==> src/rtl/pxs_vga_source.sv <==
// pxs_vga_source: free-running VGA timing generator driving the 23-bit Pxs stream
// (XCoord, YCoord, HSync, VSync, ActiveVideo) plus line/frame start strobes.
module pxs_vga_source #(
    parameter int H_ACTIVE = 640,
    parameter int H_FP     = 16,
    parameter int H_SYNC   = 96,
    parameter int H_BP     = 48,
    parameter int V_ACTIVE = 480,
    parameter int V_FP     = 10,
    parameter int V_SYNC   = 2,
    parameter int V_BP     = 33,
    parameter bit SYNC_POL = 1'b0
) (
    input  logic        px_clk,
    input  logic        reset,
    input  logic        px_en,
    output logic [22:0] VGAStr_o,
    output logic        line_start_o,
    output logic        frame_start_o
);
    localparam int H_TOTAL = H_ACTIVE + H_FP + H_SYNC + H_BP;
    localparam int V_TOTAL = V_ACTIVE + V_FP + V_SYNC + V_BP;
    localparam logic [9:0] H_MAX = 10'(H_TOTAL - 1);
    localparam logic [9:0] V_MAX = 10'(V_TOTAL - 1);
    // 11-bit bounds so a sync end landing exactly on 1024 still compares correctly
    localparam logic [10:0] H_ACT  = 11'(H_ACTIVE);
    localparam logic [10:0] HS_BEG = 11'(H_ACTIVE + H_FP);
    localparam logic [10:0] HS_END = 11'(H_ACTIVE + H_FP + H_SYNC);
    localparam logic [10:0] V_ACT  = 11'(V_ACTIVE);
    localparam logic [10:0] VS_BEG = 11'(V_ACTIVE + V_FP);
    localparam logic [10:0] VS_END = 11'(V_ACTIVE + V_FP + V_SYNC);

    if (H_TOTAL > 1024 || V_TOTAL > 1024) begin : g_bad_timing
        $error("pxs_vga_source: H_TOTAL and V_TOTAL must not exceed 1024");
    end

    logic [9:0]  hcnt_q, hcnt_d, vcnt_q, vcnt_d;
    logic [22:0] str_q, str_d;
    logic        ls_q, ls_d, fs_q, fs_d;
    logic        h_last, h_sync, v_sync, active;
    logic [10:0] hx, vx;

    always_comb begin
        hx     = {1'b0, hcnt_q};
        vx     = {1'b0, vcnt_q};
        h_last = hcnt_q == H_MAX;
        active = (hx < H_ACT) && (vx < V_ACT);
        h_sync = (hx >= HS_BEG) && (hx < HS_END) ? SYNC_POL : ~SYNC_POL;
        v_sync = (vx >= VS_BEG) && (vx < VS_END) ? SYNC_POL : ~SYNC_POL;
        hcnt_d = px_en ? (h_last ? 10'd0 : hcnt_q + 10'd1) : hcnt_q;
        vcnt_d = (px_en && h_last) ? (vcnt_q == V_MAX ? 10'd0 : vcnt_q + 10'd1) : vcnt_q;
        str_d  = px_en ? {hcnt_q, vcnt_q, h_sync, v_sync, active} : str_q;
        ls_d   = px_en && (hcnt_q == 10'd0);
        fs_d   = px_en && (hcnt_q == 10'd0) && (vcnt_q == 10'd0);
    end

    always_ff @(posedge px_clk or posedge reset) begin
        if (reset) begin
            hcnt_q <= '0;
            vcnt_q <= '0;
            str_q  <= {20'd0, ~SYNC_POL, ~SYNC_POL, 1'b0};
            ls_q   <= 1'b0;
            fs_q   <= 1'b0;
        end else begin
            hcnt_q <= hcnt_d;
            vcnt_q <= vcnt_d;
            str_q  <= str_d;
            ls_q   <= ls_d;
            fs_q   <= fs_d;
        end
    end

    assign VGAStr_o      = str_q;
    assign line_start_o  = ls_q;
    assign frame_start_o = fs_q;
endmodule

==> config.mk <==
export PLATFORM = sky130hd
export DESIGN_NAME = pxs_vga_source
export DESIGN_NICKNAME = d
export VERILOG_FILES = /design/src/rtl/pxs_vga_source.sv
export SDC_FILE = /design/constraint.sdc
export NUM_CORES = 1
export LEC_CHECK = 0
export ABC_CLOCK_PERIOD_IN_PS = 1450
export CAP_MARGIN = 40
export CELL_PAD_IN_SITES_DETAIL_PLACEMENT = 2
export CELL_PAD_IN_SITES_GLOBAL_PLACEMENT = 2
export CORE_MARGIN = 3
export CORE_UTILIZATION = 32
export DETAILED_ROUTE_END_ITERATION = 10
export PLACE_DENSITY = 0.85
export SETUP_SLACK_MARGIN = 0.15
export SLEW_MARGIN = 20
export SYNTH_ARGS = -nofsm -noshare
export SYNTH_HDL_FRONTEND = slang
export SYNTH_SLANG_ARGS = --single-unit
==> constraint.sdc <==
create_clock -name px_clk -period 1.45 [get_ports px_clk]
set_input_delay 0.29 -clock px_clk [delete_from_list [all_inputs] [get_ports px_clk]]
set_output_delay 0.29 -clock px_clk [all_outputs]
set_load 0.05 [all_outputs]
==> impl_results.md <==
- CP cell instances: ha_4, and2_4, nand4_4, nand2b_4, o31ai_4
- RSZ-0062 raised after global routing: yes
- Layout cells sized above 1: 57.0%
- Post-route ant nets: 0
- Die X: 86.2 um
- CTS tree: done
- Initial antenna violation count: 0
- Vias in the first global route: 2022
- Clock share of power: 19.8%
- Clock Sinks: 45
- Delay-heaviest family, CP: simple AND/OR/NAND/NOR gates
- Crit path kind: reg2reg
- Max transition margin: 72.8%
- CP arrival: 1.85 ns
- Post-synth EDFFs: 0
- Avg Cell Area, Syn: 11.2 um2
- Drt via density: 5.53
- Power share of the combinational group: 40.6%
- Main synth FF type: dfrtp_1
- Distinct cells, synth: 33
- Hold slack: 0.323 ns
- Final WS setup: -0.194 ns
- DRT iter0 DRCs: 117
- Seq/Total Area, Yosys: 54.9%
- Clock Tree Root: clkbuf_8
- FFs w/ async S/R, synth: 100%
- Fmax: 0.608 GHz
- Critical path launch point type: register
- Clock slew at reported path FFs: 0.09 ns
- Remaining DRCs: 0
- Top cells by area, synth: dfrtp_1 52%, mux2_2 10%, o21ai_0 3.2%
- Worst-margin pin slew: 0.407 ns
- Yosys Warn Count: 0
- Dpl ws: -0.493 ns
- Power Total: 4.09 mW
- Period utilization: 113%
- Max-slew violations: 0
- Initial core utilization: 33.9%
- Finished Cell Area: 3400 um2
- Pint: 2.53 mW
- Sw Ratio: 38.0%
- Via Count: 1842
- Synth cell count leaders: 43 x dfrtp_1, 19 x mux2_2, 17 x nand2_1, 13 x o21ai_0, 12 x inv_1
- Most instantiated library cell after synthesis: dfrtp_1
- Failing checks: negative setup slack
- Outcome: finished, violations left
- Pwr per Cell Area: 1200 nW/um2
- Syn-to-layout area delta: 65.3%
- Remaining Overflow, GRT: 0
- MaxCap Viol Count: 0
- Sw Pwr: 1.55 mW
- Flop pwr share: 39.6%
- Largest net degree at the start of global routing: 17
- Placed Area: 2880 um2
- I/O pin cnt: 28
- Drt total wl: 9040 um
- Clock Skews: 0.00862 ns
- Core area: 6060 um2
- Synthesis-stage register bit count: 45
- Class of the worst hold path: in2async
- Final min period: 1.64 ns
- H-tree level count: 2
- Leakage: 1.53 nW
- Final setup violation count: 17
- Skew-Pair Late Insertion Delay: 0.31 ns
- Port bufs: 27
- Gpl congestion: 0.811
- Total CTS buffers: 5
- Die area: 7430 um2
- Clock buffer depth: 2
- Post-Synthesis Cells: 184
- Worst Path Max Fanout: 7
- Post-Syn Area: 2060 um2
- Antenna Diode Count: 0
- DR WL/cell: 27.2 um
- Hold-fix buffers, CTS: 0
- First-pass GRT wire length: 11900 um
- WP depth: 5
- Slowest CP cell: dfrtp_2
- Post-synth top area share: 52.3%
- Final Hold Viols: 0
- Peak VDD IR: 0.907 mV
- R2R depth: 5
- Final setup TNS: -1.75 ns
- Rows: 28
- DRT Pass-1 Iters: 4
- Detailed placer's ending HPWL: 4540 um
- Syn Nets: 191
- Overall Global Routing Usage: 21.3%
- Fin nets: 264
- WP buf/inv: 0
- CP endpoint kind: register
- Area leader, netlist: dfrtp_1
- Die height: 86.2 um
- Worst Path Required: 1.65 ns
- Largest stage delay on the critical path: 0.45 ns
## metrics by stage
stage	utilization, %	std cells
3_3_place_gp	47.5	306
2_1_floorplan	-	184
4_1_cts	51.9	322
3_5_place_dp	47.5	306
5_1_grt	56.1	333
6_report	56.1	333
## what timing repair did
action | CTS | global route
setup endpoints to repair | 29 | 24
buffers inserted | 6 | 11
pin swaps | 8 | 13
cloned | 2 | 0
gates resized for setup | 24 | 43
## sequential cells by signal, indices dropped and copies added (netlist names)
name	flops
vcnt_q	10
hcnt_q	10
line_start_o	1
VGAStr_o	23
frame_start_o	1
## final cells by class
class | count | area [um2]
clock buffer | 5 | 68.8
clock inverter | 3 | 17.5
fill | 567 | 2660
inverter | 12 | 48.8
multi-input combinational | 120 | 1090
sequential | 45 | 1140
tap | 75 | 93.8
timing repair buffer | 73 | 950
## per-layer routing
metal  share of wire [%]  wire, um  global-route usage (%)
met1                  42      3760                    27.1
met2                  53      4800                    36.6
met3                 2.4       220                    3.99
met4                 3.0       267                    6.94
met5                   0         0                       0
## cell families after synthesis
| family | after synthesis | synth area share [%] |
|---|---|---|
| simple gates | 66 | 19.0 |
| xor+xnor | 8 | 3.41 |
| flops | 45 | 54.9 |
| fa+ha+maj | 4 | 2.43 |
| buf+inv | 20 | 3.95 |
| mux | 19 | 10.4 |
| compound gates | 22 | 5.96 |
## final timing paths
kind,start,endpoint,slack [ns]
max in group asynchronous,reset,vcnt_q[2],0.71
hold reg to reg,vcnt_q[7],vcnt_q[7],0.55
setup reg to reg,hcnt_q[0],vcnt_q[4],-0.19
setup / recovery,hcnt_q[0],vcnt_q[4],-0.19
hold / removal,reset,VGAStr_o[13],0.32
min in group px_clk,vcnt_q[7],vcnt_q[7],0.55
## power groups by stage
stage | combinational, mW | sequential, mW | clock, mW
finish | 1.66 | 1.62 | 0.811
global route | 1.72 | 1.64 | 0.888
CTS | 1.45 | 1.58 | 0.812
detailed placement | 1.32 | 1.59 | 0
global placement | 1.24 | 1.58 | 0
floorplan | 0.341 | 1.84 | 0
## layout by cell type, fill, tap and decap left out, types with 6 or more instances in the layout
cell / n
dfrtp_1: 37
buf_4: 36
buf_12: 28
mux2_2: 19
nand2_1: 16
inv_1: 11
nand4_1: 6
dfrtp_2: 6
buf_6: 6
Power figures use the tool's default switching activity.
